`src/rtl/cordic_sweep_nco.sv`:
```
// Phase-sweep generator for a 16-stage CORDIC rotator: issues a constant or chirped
// phase sequence and tracks the rotator's fixed latency to flag valid/last outputs.
module cordic_sweep_nco #(
    parameter int                     WD  = 32,
    parameter int                     LAT = 17,
    parameter logic signed [WD-1:0]   AMP = 32'sh26DD3B6A
) (
    input  logic          clk,
    input  logic          rst,
    input  logic          cfg_valid,
    output logic          cfg_ready,
    input  logic [31:0]   cfg_phase0,
    input  logic [31:0]   cfg_fcw,
    input  logic [31:0]   cfg_step,
    input  logic [15:0]   cfg_len,
    input  logic          ce,
    input  logic          abort,
    output logic [31:0]   phi,
    output logic [WD-1:0] x0,
    output logic [WD-1:0] y0,
    output logic          in_valid,
    output logic          out_valid,
    output logic          out_last,
    output logic          busy,
    output logic          done,
    output logic          aborted
);

    typedef enum logic [1:0] {S_IDLE, S_RUN, S_DRAIN, S_DONE} state_t;

    state_t         state_q, state_d;
    logic [31:0]    phase_q, phase_d;
    logic [31:0]    fcw_q, fcw_d;
    logic [31:0]    step_q, step_d;
    logic [15:0]    cnt_q, cnt_d;
    logic [31:0]    phi_q, phi_d;
    logic           in_valid_q, in_valid_d;
    logic           last_q, last_d;
    logic           aborted_q, aborted_d;
    logic [LAT-1:0] dly_v_q, dly_l_q;
    logic           drain_empty;

    // Nothing still valid after this cycle: the tap may hold the final sample now.
    assign drain_empty = !in_valid_q && (dly_v_q[LAT-2:0] == '0);

    always_comb begin
        state_d    = state_q;
        phase_d    = phase_q;
        fcw_d      = fcw_q;
        step_d     = step_q;
        cnt_d      = cnt_q;
        phi_d      = phi_q;
        in_valid_d = 1'b0;
        last_d     = 1'b0;
        aborted_d  = aborted_q;
        case (state_q)
            S_IDLE: begin
                if (cfg_valid) begin
                    phase_d   = cfg_phase0;
                    fcw_d     = cfg_fcw;
                    step_d    = cfg_step;
                    cnt_d     = cfg_len;
                    aborted_d = 1'b0;
                    // An empty sweep passes through DRAIN so done lands two cycles after accept.
                    state_d   = (cfg_len == 16'd0) ? S_DRAIN : S_RUN;
                end
            end
            S_RUN: begin
                if (abort) begin
                    aborted_d = 1'b1;
                    state_d   = S_DRAIN;
                end else if (ce) begin
                    phi_d      = phase_q;
                    in_valid_d = 1'b1;
                    last_d     = (cnt_q == 16'd1);
                    phase_d    = phase_q + fcw_q;
                    fcw_d      = fcw_q + step_q;
                    cnt_d      = cnt_q - 16'd1;
                    if (cnt_q == 16'd1) state_d = S_DRAIN;
                end
            end
            S_DRAIN: begin
                if (drain_empty) state_d = S_DONE;
            end
            S_DONE: state_d = S_IDLE;
            default: state_d = S_IDLE;
        endcase
    end

    always_ff @(posedge clk) begin
        if (rst) begin
            state_q    <= S_IDLE;
            phase_q    <= '0;
            fcw_q      <= '0;
            step_q     <= '0;
            cnt_q      <= '0;
            phi_q      <= '0;
            in_valid_q <= 1'b0;
            last_q     <= 1'b0;
            aborted_q  <= 1'b0;
            dly_v_q    <= '0;
            dly_l_q    <= '0;
        end else begin
            state_q    <= state_d;
            phase_q    <= phase_d;
            fcw_q      <= fcw_d;
            step_q     <= step_d;
            cnt_q      <= cnt_d;
            phi_q      <= phi_d;
            in_valid_q <= in_valid_d;
            last_q     <= last_d;
            aborted_q  <= aborted_d;
            dly_v_q    <= {dly_v_q[LAT-2:0], in_valid_q};
            dly_l_q    <= {dly_l_q[LAT-2:0], last_q};
        end
    end

    assign cfg_ready = (state_q == S_IDLE);
    assign busy      = (state_q != S_IDLE);
    assign done      = (state_q == S_DONE);
    assign aborted   = done && aborted_q;
    assign phi       = phi_q;
    assign in_valid  = in_valid_q;
    assign out_valid = dly_v_q[LAT-1];
    assign out_last  = dly_l_q[LAT-1];
    assign x0        = AMP;
    assign y0        = '0;

endmodule

```
`config.mk`:
```
export PLATFORM = sky130hd
export DESIGN_NAME = cordic_sweep_nco
export DESIGN_NICKNAME = d
export VERILOG_FILES = /design/src/rtl/cordic_sweep_nco.sv
export SDC_FILE = /design/constraint.sdc
export NUM_CORES = 1
export LEC_CHECK = 0
export CAP_MARGIN = 30
export CORE_MARGIN = 5
export CORE_UTILIZATION = 30
export CTS_CLUSTER_SIZE = 28
export DETAILED_ROUTE_END_ITERATION = 10
export HOLD_SLACK_MARGIN = 0.06
export PLACE_DENSITY_LB_ADDON = 0.05
export SLEW_MARGIN = 10
export SYNTH_ARGS = -nofsm -noshare
export SYNTH_HDL_FRONTEND = slang
export SYNTH_SLANG_ARGS = --single-unit
```
`constraint.sdc`:
```
create_clock -name clk -period 3.3 [get_ports clk]
set_input_delay 0.495 -clock clk [delete_from_list [all_inputs] [get_ports clk]]
set_output_delay 0.495 -clock clk [all_outputs]
set_load 0.02 [all_outputs]
```
==> impl_metrics.env <==
export IMPL_antenna_found_initial=0
export IMPL_clk_pin_slew_ps=70
export IMPL_vias_per_cell=4.90
export IMPL_synth_seq_cells=183
export IMPL_finalSetupViolCount=0
export IMPL_synth_area_sq_um=10800
export IMPL_powerDensity_nw_per_um2=893
export IMPL_die_y_um=200
export IMPL_wirelength_um=35000
export IMPL_fillerInstances=3786
export IMPL_critPathLaunchType="flip-flop"
export IMPL_drcViolationCount=0
export IMPL_numCtsBuffers=17
export IMPL_area_growth_pct=21.8
export IMPL_cts_tree="yes"
export IMPL_cp_arrival_ps=3420
export IMPL_tightest_slew_ps=747
export IMPL_grt_use_total_pct=17.4
export IMPL_ys_flop_type="dfxtp_1"
export IMPL_gp_congestion=0.885
export IMPL_top_usage_layer="met2"
export IMPL_netlist_top_cells_area="dfxtp_1, a21oi_1, ha_1"
export IMPL_die_area_sq_um=40000
export IMPL_fmax_mhz=323
export IMPL_multiInputGateArea_sq_um=6570
export IMPL_yosysTopAreaCell="dfxtp_1"
export IMPL_required_ps=3620
export IMPL_cts_htree_levels=4
export IMPL_yosys_area_share_xor_xnor_pct=3.72
export IMPL_synth_simple_area_share_pct=18.6
export IMPL_cts_setup_buffers=0
export IMPL_root_buffer="clkbuf_16"
export IMPL_vias=9569
export IMPL_grt_pass1_wl_um=54400
export IMPL_worst_slack_ps=205
export IMPL_syn_area_per_cell_sq_um=7.93
export IMPL_post_drt_wl_per_cell_um=17.9
export IMPL_startpoint="phase_q[4]"
export IMPL_fin_crit_ps=3100
export IMPL_critPathKind="flip-flop to flip-flop"
export IMPL_grt_pass1_vias=9357
export IMPL_drv_cap=0
export IMPL_diodes=0
export IMPL_finClkSkew_ps=9.66
export IMPL_use_met1_pct=25.3
export IMPL_ios=220
export IMPL_start_util_pct=30.4
export IMPL_gr_usage_met3_pct=3.00
export IMPL_grt_max_degree=111
export IMPL_synth_warnings=0
export IMPL_endpoint_kind="flip-flop"
export IMPL_muxShareOfSynthArea_pct=3.45
export IMPL_rows=69
export IMPL_clockBufferDepth=2
export IMPL_ir_drop_uv=565
export IMPL_synth_top_area_share_pct=33.8
export IMPL_maxSlewHeadroom_pct=50.0
export IMPL_crit_fanout=4
export IMPL_synth_commonest_cells="nand2_1, dfxtp_1, a21oi_1"
export IMPL_synth_top_family_by_area="compound AO/OA/AOI/OAI gates"
export IMPL_dr_pass1_iters=5
export IMPL_r2r_start="phase_q[4]"
export IMPL_register_area_sq_um=3660
export IMPL_status="finished clean"
export IMPL_synth_most_common_cell="nand2_1"
export IMPL_die_x_um=200
export IMPL_synthAdderAreaFrac_pct=8.23
export IMPL_drtAntennaViolNets=0
export IMPL_syn_inst=1364
export IMPL_worstHoldStart="dly_l_q[12]"
export IMPL_dp_hpwl_um=26700
export IMPL_overflow=0
export IMPL_async_flop_share_pct=0
export IMPL_place_ws_ps=152
export IMPL_synth_cell_types=66
export IMPL_tns_ps=0
export IMPL_drive_gt1_share_pct=5.03
export IMPL_grt_util_met2_pct=27.5
export IMPL_whs_path_depth=1
export IMPL_synth_edf_count=0
export IMPL_p_leak_uw=0.00534
export IMPL_cts_sinks=183
export IMPL_rsz0062_at_grt="no"
export IMPL_period_share_pct=93.8
export IMPL_core_area_sq_um=35600
export IMPL_nNetsFinal=1667
export IMPL_hold_buffers=0
export IMPL_synth_seq_area_share_pct=33.8
export IMPL_synth_compound_area_share_pct=24.0
export IMPL_clk_latency_ps=450
export IMPL_drt_initial_drc_count=434
export IMPL_finalMaxSlewViolations=0
export IMPL_hold_viol=0
export IMPL_portBuffers=155
export IMPL_min_path_type="flip-flop to flip-flop"
export IMPL_reg2reg_depth=11
==> repair_timing <==
item / CTS / global route
setup endpoints to repair: 0 / 9
hold endpoints to repair: 0 / 0
gates resized for setup: 0 / 5
==> cells by family after synthesis <==
| kind of cell | count (synthesis) |
|---|---|
| AOI/OAI and AO/OA | 414 |
| xor gates and xnor gates | 46 |
| adders and majority gates | 70 |
| buffers and inverters | 169 |
| DFF | 183 |
| muxes | 37 |
| other | 2 |
| and+or+nand+nor | 443 |
==> flip-flops by register name, indices dropped and copies added (netlist names), 2 cells and up <==
signal,flops
state_q,2
step_q,32
phi,32
phase_q,32
fcw_q,32
dly_l_q,17
dly_v_q,17
cnt_q,16
==> routing by layer <==
layer | routed length (um) | part of all wire [%]
met2 | 15700 | 45
met4 | 294 | 0.84
met5 | 0 | 0
met1 | 17900 | 51
met3 | 1160 | 3.3
==> path summary, 6_finish.rpt <==
check | end | slack [ps]
setup / recovery | phase_q[31] | 200
hold / removal | dly_l_q[13] | 440
setup reg to reg | phase_q[31] | 200
hold reg to reg | dly_l_q[13] | 440
==> where the power goes <==
part	internal (uW)	switching (uW)
logic	2440	3850
clock network	1050	930
registers	2810	699
==> layout make-up <==
type                    instances  share of cell area, %
flip-flops and latches        183                   27.8
repair buffers                176                   13.0
clock buffers                  22                   3.67
multi-input cells            1074                   49.8
well taps                     461                   4.38
clock inverters                 9                  0.484
inverters                      28                  0.797
==> placed cells by master, fill, tap and decap left out, drive strengths merged, types with 36 or more instances in the layout <==
master,count
ha,68
a21o,36
nand2,204
a211oi,45
o21ai,65
conb,64
a21oi,178
clkdlybuf4s50,154
nor2b,36
nor2,95
dfxtp,183
==> critical path: stages (launching register included) <==
cell,delay (ps)
dfxtp_1,330
ha_1,330
a2111oi_2,390
o21ai_0,310
a41o_1,350
o41ai_2,310
buf_4,180
o211ai_1,80
a21oi_1,210
xnor2_1,170
mux2i_1,200
o311ai_1,110
==> metrics by stage <==
step                      instances  instance area (sq um)  total power [uW]  utilization, %  hold WS [ps]
after floorplan                1426                  11100              7970               -           414
after global placement         1922                  12600              9880            35.5           417
after detailed placement       1922                  12600              9880            35.5           424
after global routing           1953                  13200             12800            37.1           437
final                          1953                  13200             11800            37.1           439
after CTS                      1953                  13200             11900            37.0           425
No activity file was read; power rests on OpenSTA's default activity.
